[src/rtl/uart_tx_arbiter.sv]
// Round-robin, packet-locked arbiter that shares one uart_tx serializer among N_SRC byte sources.
// An internal frame timer paces the bytes, and tx_data is held stable for the whole frame.
module uart_tx_arbiter #(
  parameter int unsigned N_SRC          = 4,
  parameter int unsigned CLK_FEQ        = 50_000_000,
  parameter int unsigned UART_BOT       = 9600,
  parameter int unsigned TIMEOUT_CYCLES = 1_000_000
) (
  input  logic               clk,
  input  logic               rst,
  input  logic [N_SRC-1:0]   src_valid,
  input  logic [8*N_SRC-1:0] src_data,
  input  logic [N_SRC-1:0]   src_last,
  output logic [N_SRC-1:0]   src_ready,
  output logic [N_SRC-1:0]   grant,
  output logic [7:0]         tx_data,
  output logic               tx_start,
  output logic               busy,
  output logic               timeout_err
);

  // One frame is 11 bit times, so uart_tx has finished before the next start pulse.
  localparam int unsigned       FRAME_CYCLES = 11 * (CLK_FEQ / UART_BOT);
  localparam int                PW           = (N_SRC > 1) ? $clog2(N_SRC) : 1;
  localparam logic [19:0]       FRAME_LAST   = 20'(FRAME_CYCLES - 1);
  localparam logic [19:0]       TO_LAST      = 20'(TIMEOUT_CYCLES - 1);
  localparam logic [PW-1:0]     LAST_IDX     = PW'(N_SRC - 1);
  localparam logic [N_SRC-1:0]  ONE          = N_SRC'(1);

  typedef enum logic [1:0] {
    IDLE,
    LOAD,
    SEND
  } state_t;

  state_t        state;
  logic [PW-1:0] g_idx;
  logic [PW-1:0] rr_ptr;
  logic          last_q;
  logic [19:0]   frame_cnt;
  logic [19:0]   to_cnt;

  logic          win_found;
  logic [PW-1:0] win_idx;
  logic [PW-1:0] cand;
  logic [PW-1:0] next_ptr;
  logic [7:0]    cur_byte;

  // Scan from rr_ptr upward with wrap; iterating downward lets the closest requester win.
  // NOTE: every always_comb output gets a default first so no path leaves it unassigned (no latch).
  always_comb begin
    win_found = 1'b0;
    win_idx   = '0;
    cand      = '0;
    for (int k = N_SRC - 1; k >= 0; k--) begin
      cand = PW'((int'(rr_ptr) + k) % N_SRC);
      if (src_valid[cand]) begin
        win_found = 1'b1;
        win_idx   = cand;
      end
    end
  end

  assign next_ptr  = (g_idx == LAST_IDX) ? '0 : g_idx + 1'b1;
  assign cur_byte  = src_data[{g_idx, 3'b000} +: 8];
  assign src_ready = (state == LOAD) ? grant : '0;
  assign busy      = (state != IDLE);

  // NOTE: sequential state uses non-blocking assignments so every register samples pre-edge values.
  always_ff @(posedge clk or negedge rst) begin
    if (!rst) begin
      state       <= IDLE;
      grant       <= '0;
      g_idx       <= '0;
      rr_ptr      <= '0;
      last_q      <= 1'b0;
      tx_data     <= '0;
      tx_start    <= 1'b0;
      timeout_err <= 1'b0;
      frame_cnt   <= '0;
      to_cnt      <= '0;
    end else begin
      tx_start    <= 1'b0;
      timeout_err <= 1'b0;
      case (state)
        IDLE: begin
          if (win_found) begin
            grant  <= ONE << win_idx;
            g_idx  <= win_idx;
            to_cnt <= '0;
            state  <= LOAD;
          end
        end
        LOAD: begin
          if (src_valid[g_idx]) begin
            tx_data   <= cur_byte;
            tx_start  <= 1'b1;
            last_q    <= src_last[g_idx];
            frame_cnt <= '0;
            to_cnt    <= '0;
            state     <= SEND;
          end else if (to_cnt == TO_LAST) begin
            // A stalled owner is dropped and moves to lowest priority.
            timeout_err <= 1'b1;
            grant       <= '0;
            rr_ptr      <= next_ptr;
            state       <= IDLE;
          end else begin
            to_cnt <= to_cnt + 1'b1;
          end
        end
        SEND: begin
          if (frame_cnt == FRAME_LAST) begin
            if (last_q) begin
              grant  <= '0;
              rr_ptr <= next_ptr;
              state  <= IDLE;
            end else begin
              state <= LOAD;
            end
          end else begin
            frame_cnt <= frame_cnt + 1'b1;
          end
        end
        default: state <= IDLE;
      endcase
    end
  end

endmodule

[config.mk]
export PLATFORM = sky130hd
export DESIGN_NAME = uart_tx_arbiter
export DESIGN_NICKNAME = d
export VERILOG_FILES = /design/src/rtl/uart_tx_arbiter.sv
export SDC_FILE = /design/constraint.sdc
export NUM_CORES = 1
export LEC_CHECK = 0
export ABC_AREA = 1
export CORE_ASPECT_RATIO = 1.75
export CORE_UTILIZATION = 56
export DETAILED_ROUTE_END_ITERATION = 7
export GPL_ROUTABILITY_DRIVEN = 0
export GPL_TIMING_DRIVEN = 0
export HOLD_SLACK_MARGIN = 0.02
export PLACE_DENSITY_LB_ADDON = 0.08
export SYNTH_ARGS = -nofsm -noshare
export SYNTH_HDL_FRONTEND = slang
export SYNTH_SLANG_ARGS = --single-unit
[constraint.sdc]
create_clock -name clk -period 2.31 [get_ports clk]
set_input_delay 0.462 -clock clk [delete_from_list [all_inputs] [get_ports clk]]
set_output_delay 0.462 -clock clk [all_outputs]
set_load 0.02 [all_outputs]
==> summary.md, run 1 <==
| Metric | Value |
|---|---|
| Status | `finished clean` |
| Detailed placement HPWL | `9040 µm` |
| Final WL | `around 12000 µm` |
| N_diodes | `0` |
| Cell Rows | `42` |
| CTS tree | `done` |
| Crit Reg-Reg Endpoint | `frame_cnt[16]` |
| Fin crit share | `0.912` |
| Sequential group share of total power | `0.237` |
| Leak pwr | `about 0.0025 µW` |
| H-tree levels | `3` |
| Flop2flop setup slack | `about 0.24 ns` |
| RSZ-0062 raised after global routing | `no` |
| Slew headroom | `0.635` |
| Fmax | `between 0.4 and 0.5 GHz` |
| VDD IR max | `about 0.00077 V` |
| Worst hold path type | `input port to asynchronous set/reset pin` |
| Crit path from | `state[1]` |
| Core box area | `between 7000 and 8000 µm²` |
| Final Max Slew Viols | `0` |
| Switching part of the total | `0.454` |
| Int Power | `3210 µW` |
| CTS clk-pin slew, worst paths | `around 0.050 ns` |
| Vias | `between 4000 and 5000` |
| Clock network power share | `0.233` |
| Gr ovfl total | `0` |
| Yosys cell types | `39` |
| Clock skew | `about 0.0054 ns` |
| I/O pin cnt | `61` |
| Vias in the first global route | `between 4000 and 5000` |
| Skew-Pair Late Insertion Delay | `~0.34 ns` |
| Setup CP Type | `flip-flop to output pin` |
| CTS Buf Count | `9` |
| Area Growth Syn to Fin | `23.3%` |
| Pwr Density | `between 1000 and 1500 nW/µm²` |
| Syn Inst Count | `~640` |
| Dpl cells | `between 700 and 800` |
| Via density | `roughly 5.6` |
| CTS resizes | `6` |
| Ys Warns | `0` |
| IO buf count | `60` |
| Crit path launch type | `flip-flop` |
| Worst-case clock buffer depth | `2` |
| Die height | `between 100 and 150 µm` |
| Initial Util | `0.580` |
| 1st-iter DRT viols | `293` |
| P_sw | `roughly 2700 µW` |
| First-pass GRT wire length | `approximately 21000 µm` |
| Router iterations before antenna repair | `8` |
| Setup TNS | `0 ns` |
| CTS Root Cell | `clkbuf_16` |
| Crit path DAT | `between 1.5 and 2 ns` |
| Worst r2r path cells | `9` |
| #FFs+latches synth | `between 60 and 70` |
| CTS Sinks | `61` |
| Non-filler instance count after layout | `between 800 and 900` |
| Combinational power share | `0.530` |
| Post-CTS setup buffer count | `0` |
| Post-synthesis sequential area ratio | `0.345` |
| Final Hold Viols | `0` |
| RR Startpoint | `frame_cnt[0]` |
| Die Area | `~8300 µm²` |
| Antenna violations before repair | `0` |
| Crit path to | `src_ready[2]` |
| Fin crit period | `roughly 2.1 ns` |
| Worst slew pin tran | `0.546 ns` |
| Worst Setup End Kind | `output pin` |
| Post-Syn Area | `approximately 4400 µm²` |
| CP max FO | `19` |
| Share of cells above drive strength 1 | `0.128` |
| Post-CTS Hold Buffers | `0` |
| Drt drc | `0` |
| Largest net degree at the start of global routing | `42` |
| Final ANT Viol Nets | `0` |
| Syn Nets | `692` |
| Max_cap viols | `0` |
| Mean Syn Cell Area | `slightly below 7 µm²` |
| DR WL/cell | `~15 µm` |
| Setup violators final | `0` |
| Fin nets | `763` |
| Die width | `between 60 and 70 µm` |
| CP required | `1.85 ns` |
| Global-route usage over all layers | `0.313` |
synth_stat cells (all sizes together):
master	count	area (µm²)
o32ai	9	78.8
nor2	90	353
nand3	43	220
ha	7	87.6
buf	14	125
dfrtp	61	1530
xnor2	4	35.0
o21ai	57	372
clkinv	1	3.75
a31o	2	17.5
nand3b	1	7.51
nor3	10	55.1
nor3b	2	15.0
inv	59	226
nor4	2	12.5
nand4	30	188
xor2	11	96.3
nand2b	1	6.26
nand2	217	880
clkbuf	9	35.0
a21boi	1	7.51
o21bai	4	30.0
a21oi	4	20.0
or2	4	25.0
power by group through the flow:
stage | sequential [µW] | clock, µW | combinational, µW
floorplan | 1480 | 0 | 2120
global placement | 1400 | 0 | 3060
detailed placement | 1400 | 0 | 3100
CTS | 1390 | 1380 | 3120
global route | 1420 | 1420 | 3470
finish | 1390 | 1370 | 3120
flip-flops by register name (all words and copies together) (netlist names):
register	count
tx_start	1
to_cnt	20
frame_cnt	20
state	2
grant	4
g_idx	2
timeout_err	1
last_q	1
rr_ptr	2
tx_data	8
critical path, cell delays in order, from the launching register on:
cell and delay, ns:
dfrtp_1 0.41, inv_1 0.09, ha_1 0.15, buf_6 0.19, nand2_1 0.07, inv_1 0.06, dlygate4sd2_1 0.32
final cells by class:
cell class	count	area (µm²)
timing repair buffer	61	613
buffer	22	163
clock buffer	11	253
fill	658	2170
clock inverter	4	47.5
multi-input combinational	499	2510
tap	88	110
inverter	60	230
sequential	61	1530
per-stage QoR:
stage	util	cell area [µm²]	worst slack [ns]	hold WS [ns]	total power (µW)
final	0.715	5450	0.203	0.104	5880
after global routing	0.715	5450	0.0284	0.148	6300
after CTS	0.715	5450	0.0369	0.116	5890
after detailed placement	0.676	5150	-0.199	0.468	4500
after global placement	0.674	5130	-1.24	0.464	4450
after floorplan	-	4420	0.577	0.166	3600
cells by family (layout without fill, tap and decap cells):
logic type / Yosys count / count (layout) / share of synthesized area
XOR/XNOR: 15 / 15 / 0.0297
adder cells (fa/ha/maj): 7 / 7 / 0.0198
buffers and inverters: 83 / 158 / 0.0883
AO/OA/AOI/OAI: 77 / 77 / 0.119
AND/OR/NAND/NOR: 400 / 400 / 0.398
flip-flops: 61 / 61 / 0.345
worst min-delay path by stage:
stage               depth (start not counted)  slack [ns]        from      endpoint
detailed placement                          1        0.47         rst   timeout_err
global placement                            2        0.46  tx_data[3]    tx_data[3]
CTS                                         1        0.12         rst    to_cnt[15]
global route                                1        0.15         rst    to_cnt[15]
finish                                      1        0.10         rst    to_cnt[19]
floorplan                                   0        0.17         rst  frame_cnt[0]
placed cells by master (no fill, tap or decap), types with 5 or more instances in the layout:
cell type	count
clkdlybuf4s50_1	54
nor2_1	86
o21ai_0	23
nand4_1	30
inv_2	5
ha_1	6
o21ai_2	23
o32ai_1	9
inv_1	52
clkbuf_1	7
nand3_1	42
nand2_2	14
o21ai_1	11
clkbuf_16	9
xor2_1	11
nand2_1	199
buf_6	6
dfrtp_1	61
nor3_1	9
metal layers:
layer,up-vias,wire length (µm),share of wire,global-route usage
met3,48,483,0.041,0.0445
met1,2109,4270,0.36,0.309
met4,0,597,0.050,0.209
met5,-,0,0,0
li1,2238,-,-,-
met2,149,6540,0.55,0.589
Power figures use the tool's default switching activity.
==> run 2: changes to the inputs <==
--- a/config.mk
+++ b/config.mk
@@ -7,6 +7,7 @@
 export LEC_CHECK = 0
 export ABC_AREA = 1
 export CORE_ASPECT_RATIO = 1.75
+export CORE_MARGIN = 5
 export CORE_UTILIZATION = 56
 export DETAILED_ROUTE_END_ITERATION = 7
 export GPL_ROUTABILITY_DRIVEN = 0
==> run 2 against run 1 <==
Effect of this change:
- routed wire length grew 1.7%
- first-iteration DRC count shrank 19%
- clock skew is essentially flat
- critical path depth shrank 2
- register-to-register slack lost 0.04 ns
- sequential share of layout area grew 0.11 points
- clock power shrank 7%
- clock-buffer cell count grew 1
- sequential power is essentially flat
- largest power group unchanged
==> summary.md, run 2 (same netlist as run 1, synthesis figures left out) <==
| Metric | Value |
|---|---|
| CP max FO | `5` |
| Metal3 WL | `between 400 and 500 µm` |
| Global-route usage over all layers | `0.252` |
| Top routing layer in use | `met4` |
| Critical Path Max Stage Delay | `0.60 ns` |
| Commonest non-fill, non-tap cells in the layout | `199 x nand2_1, 86 x nor2_1, 61 x dfrtp_1` |
| Fin crit period | `approximately 2.3 ns` |
| Initial Util | `0.567` |
| CTS Root Cell | `clkbuf_16` |
| Gr ovfl total | `0` |
| Die height | `around 130 µm` |
| CP max-delay cell | `clkdlybuf4s50_1` |
| Leading cell type in the layout, fill and taps excluded | `nand2_1` |
| Pwr Density | `around 1100 nW/µm²` |
| Detailed placement HPWL | `between 9000 and 10000 µm` |
| Final WL | `roughly 12000 µm` |
| Final ANT Viol Nets | `0` |
| Area Growth Syn to Fin | `22.8%` |
| Crit-path cells | `inv_1 -> ha_1 -> inv_1 -> clkdlybuf4s50_1` |
| Slew headroom | `0.480` |
| Skew-Pair Late Insertion Delay | `0.34 ns` |
| Worst Path Buf+Inv | `3` |
| Crit path DAT | `roughly 1.8 ns` |
| Setup violators final | `0` |
| Max_cap viols | `0` |
| CP delay by family, top | `buffers and inverters` |
| Pwr Total | `approximately 5800 µW` |
| DR WL met2 | `~6500 µm` |
| Dpl cells | `about 790` |
| Fin nets | `approximately 760` |
| FILL cells | `676` |
| Vias in the first global route | `between 4000 and 5000` |
| First-pass GRT wire length | `just over 20000 µm` |
| Crit path launch type | `flip-flop` |
| CP required | `about 1.9 ns` |
| CTS Buf Count | `9` |
| WL met1 | `about 4400 µm` |
| CTS tree | `done` |
| Share of cells above drive strength 1 | `0.128` |
| Top flop regs | `frame_cnt x20, to_cnt x20, tx_data x8` |
| Fmax | `~0.44 GHz` |
| Non-filler instance count after layout | `809` |
| Cell Rows | `43` |
| Die width | `approximately 77 µm` |
| Fin crit share | `0.983` |
| Status | `finished clean` |
| CTS clk-pin slew, worst paths | `around 0.05 ns` |
| N_diodes | `0` |
| Die Area | `a little under 10000 µm²` |
| Final Hold Viols | `0` |
| Worst Setup End Kind | `output pin` |
| H-tree levels | `3` |
| Antenna violations before repair | `0` |
| 1st-iter DRT viols | `around 240` |
| Vias | `roughly 4500` |
| VDD IR max | `0.000821 V` |
| Final Max Slew Viols | `0` |
| Drt drc | `0` |
| Clock skew | `about 0.0059 ns` |
| Worst hold path type | `input port to asynchronous set/reset pin` |
| I/O pin cnt | `61` |
| IO buf count | `60` |
| Core box area | `between 7000 and 8000 µm²` |
| Post-CTS setup buffer count | `0` |
| Setup CP Type | `flip-flop to output pin` |
| DR WL/cell | `~15 µm` |
| Most used cell, CP | `inv_1` |
| Router iterations before antenna repair | `5` |
| CTS Sinks | `61` |
| Worst-case clock buffer depth | `2` |
| Post-CTS Hold Buffers | `0` |
| Worst slew pin tran | `~0.78 ns` |
| Largest net degree at the start of global routing | `34` |
| Leak pwr | `~0.0025 µW` |
| Via density | `5.55` |
run 2: cell count changes in the layout (fill, tap and decap cells not counted):
cell / delta
clkdlybuf4s50_1: +1
dlymetal6s2s_1: -1
bufinv_16: -1
clkbuf_1: +1
clkinv_2: +1
run 2: metal layers:
metal,GRT usage,vias to the layer above
li1,-,2232
met1,0.256,2058
met2,0.465,135
met3,0.0388,63
met4,0.166,0
met5,0,-
run 2: worst paths after layout:
path / slack, ns / start / depth (start not counted) / end
min in group clk: 0.48 / last_q / 2 / last_q
worst min-delay path: 0.21 / rst / 1 / rr_ptr[1]
worst max register to register: 0.20 / frame_cnt[0] / 9 / frame_cnt[16]
worst min register to register: 0.48 / last_q / 2 / last_q
max in group asynchronous: 1.48 / rst / 2 / frame_cnt[18]
worst max-delay path: 0.04 / state[0] / 4 / busy
run 2: layout make-up:
cell class                      instances  area, µm²  share of cell area
Multi-Input combinational cell        499       2510               0.462
Tap cell                               90        113              0.0207
Clock inverter                          4       22.5             0.00415
Inverter                               60        230              0.0424
Buffer                                 22        163              0.0300
Timing Repair Buffer                   61        611               0.112
Clock buffer                           12        256              0.0472
Sequential cell                        61       1530               0.281
run 2: power by group:
group,switching (µW),internal (µW)
logic,2060,1090
registers,145,1240
clock network,491,778
total,2690,3110
run 2: repair_timing:
action                     4_1_cts  5_1_grt
gates resized for setup          6        1
setup endpoints to repair        4        1
pin swaps                        0        0
run 2: per-stage QoR:
step / utilization / setup WS (ns) / setup TNS (ns) / hold WS (ns) / cell area, µm²
2_1_floorplan: - / 0.577 / 0 / 0.166 / 4420
3_3_place_gp: 0.658 / -1.22 / -74.50 / 0.467 / 5140
3_5_place_dp: 0.660 / -0.188 / -0.725 / 0.464 / 5150
4_1_cts: 0.696 / 0.0369 / 0 / 0.227 / 5430
5_1_grt: 0.696 / -0.00713 / -0.00713 / 0.263 / 5430
6_report: 0.696 / 0.0382 / 0 / 0.205 / 5430
==> run 3: changes to the inputs <==
--- a/config.mk
+++ b/config.mk
@@ -13,7 +13,7 @@
 export GPL_ROUTABILITY_DRIVEN = 0
 export GPL_TIMING_DRIVEN = 0
 export HOLD_SLACK_MARGIN = 0.02
-export PLACE_DENSITY_LB_ADDON = 0.08
+export PLACE_DENSITY = 0.79
 export SYNTH_ARGS = -nofsm -noshare
 export SYNTH_HDL_FRONTEND = slang
 export SYNTH_SLANG_ARGS = --single-unit
==> run 3 against run 2 <==
Effect of this change:
- die area unchanged
- flip-flop and latch count unchanged
- clock skew up 0.0022 ns
- combinational power about the same
- sequential share of layout area down 0.21 points
- critical path type is now flip-flop to flip-flop
- largest power group unchanged
- highest routed layer unchanged
==> summary.md, run 3 (same netlist as run 1, synthesis figures left out) <==
| Metric | Value |
|---|---|
| Status | `finished clean` |
| Max_cap viols | `0` |
| Hold_ws | `~0.15 ns` |
| Pwr Total | `approximately 5900 µW` |
| 1st-iter DRT viols | `between 200 and 300` |
| Worst r2r path cells | `10` |
| Vias | `between 4000 and 5000` |
| H-tree levels | `3` |
| Slew headroom | `0.558` |
| Leak pwr | `approximately 0.0025 µW` |
| CTS tree | `done` |
| CTS Root Cell | `clkbuf_16` |
| Final Hold Viols | `0` |
| Setup CP Type | `flip-flop to flip-flop` |
| Initial Util | `0.567` |
| CTS clk-pin slew, worst paths | `approximately 0.05 ns` |
| Worst slew pin tran | `0.663 ns` |
| Post-CTS setup buffer count | `0` |
| Vias in the first global route | `roughly 4400` |
| Global-route usage over all layers | `0.243` |
| Share of cells above drive strength 1 | `0.129` |
| Post-DP Area | `between 5000 and 6000 µm²` |
| Cell Rows | `between 40 and 50` |
| Setup violators final | `0` |
| Clock skew | `~0.0081 ns` |
| Area Growth Syn to Fin | `23.7%` |
| Crit path launch type | `flip-flop` |
| VDD IR max | `0.000851 V` |
| Sequential group share of total power | `0.234` |
| Die width | `77.2 µm` |
| DR WL/cell | `around 15 µm` |
| Drt drc | `0` |
| Int Power | `3250 µW` |
| Worst-case clock buffer depth | `2` |
| N_diodes | `0` |
| CP max FO | `7` |
| Worst hold path type | `input port to asynchronous set/reset pin` |
| FILL cells | `659` |
| CP required | `roughly 2.6 ns` |
| I/O pin cnt | `61` |
| Gr ovfl total | `0` |
| Final Max Slew Viols | `0` |
| Pwr Density | `1080 nW/µm²` |
| CTS Sinks | `roughly 60` |
| Fin nets | `763` |
| Crit path DAT | `about 2.4 ns` |
| P_sw | `around 2700 µW` |
| Die height | `about 130 µm` |
| Worst Setup End Kind | `flip-flop` |
| Via density | `5.63` |
| Leading cell type in the layout, fill and taps excluded | `nand2_1` |
| Antenna violations before repair | `0` |
| Register area | `~1500 µm²` |
| Router iterations before antenna repair | `6` |
| Top flop regs | `frame_cnt x20, to_cnt x20, tx_data x8` |
| Die Area | `a little under 10000 µm²` |
| Fmax | `0.473 GHz` |
| First-pass GRT wire length | `19800 µm` |
| Commonest non-fill, non-tap cells in the layout | `199 x nand2_1, 86 x nor2_1, 61 x dfrtp_1` |
| Area used by multi-input combinational logic | `2510 µm²` |
| Fin crit share | `0.915` |
| Final ANT Viol Nets | `0` |
| Core box area | `between 7000 and 8000 µm²` |
| Largest net degree at the start of global routing | `34` |
| Final WL | `about 12000 µm` |
| Fin crit period | `about 2.1 ns` |
| Combinational power share | `0.529` |
| Detailed placement HPWL | `slightly above 9000 µm` |
| Clock network power share | `0.237` |
| IO buf count | `60` |
| Switching part of the total | `0.451` |
| Design area | `5470 µm²` |
| RSZ-0062 raised after global routing | `no` |
| Skew-Pair Late Insertion Delay | `between 0.3 and 0.4 ns` |
| CTS Buf Count | `9` |
## run 3: cell types whose count changed in the layout (fill, tap and decap cells not counted)
cell             delta
dlymetal6s2s_1      +1
bufinv_16           +1
nand3_2             +1
clkinv_2            -2
clkdlybuf4s50_1     -1
clkbuf_8            +1
nand3_1             -1
## run 3: path summary, 6_finish.rpt
| kind | start | endpoint | slack (ns) |
|---|---|---|---|
| max | to_cnt[0] | rr_ptr[0] | 0.20 |
| min | rst | rr_ptr[0] | 0.15 |
| max reg2reg | to_cnt[0] | rr_ptr[0] | 0.20 |
| min reg2reg | tx_data[5] | tx_data[5] | 0.48 |
| max in group asynchronous | rst | frame_cnt[14] | 1.54 |
| min in group clk | tx_data[5] | tx_data[5] | 0.48 |
## run 3: timing repair
item	in CTS	in global routing
hold endpoints to repair	0	0
setup endpoints to repair	4	3
cloned	0	0
gates resized for setup	6	3
hold buffers	0	0
## run 3: layout make-up
| cell class | instances | area share |
|---|---|---|
| Multi-Input combinational cell | 499 | 0.459 |
| Buffer | 22 | 0.0297 |
| Inverter | 60 | 0.0421 |
| Clock buffer | 13 | 0.0494 |
| Timing Repair Buffer | 61 | 0.112 |
| Clock inverter | 3 | 0.00777 |
| Tap cell | 90 | 0.0206 |
| Sequential cell | 61 | 0.279 |
## run 3: routing by layer
metal / global-route usage / routed length, µm / share of wire
met1: 0.264 / 4380 / 0.37
met2: 0.439 / 6450 / 0.55
met3: 0.0395 / 438 / 0.037
met4: 0.133 / 530 / 0.045
met5: 0 / 0 / 0
## run 3: stage by stage
step | worst slack, ns | setup TNS (ns) | util | instances
floorplan | 0.577 | 0 | - | 643
global placement | -1.23 | -75.42 | 0.658 | 793
detailed placement | -0.197 | -0.728 | 0.660 | 794
CTS | 0.0431 | 0 | 0.700 | 809
global route | 0.0485 | 0 | 0.701 | 809
finish | 0.197 | 0 | 0.701 | 809
## run 3: critical path: stages (launching register included)
cell	delay, ns
dfrtp_1	0.46
ha_1	0.19
buf_2	0.18
nand3_1	0.13
nor2_1	0.12
nand3_1	0.20
o21ai_1	0.31
nand2_1	0.11
nor2_2	0.16
nand2_1	0.07
o21ai_0	0.09
## run 3: power groups by stage
stage | sequential [µW] | clock, µW | combinational (µW)
after floorplan | 1480 | 0 | 2120
after global placement | 1400 | 0 | 3050
after detailed placement | 1400 | 0 | 3120
after CTS | 1390 | 1410 | 3130
after global routing | 1420 | 1470 | 3450
final | 1390 | 1400 | 3130
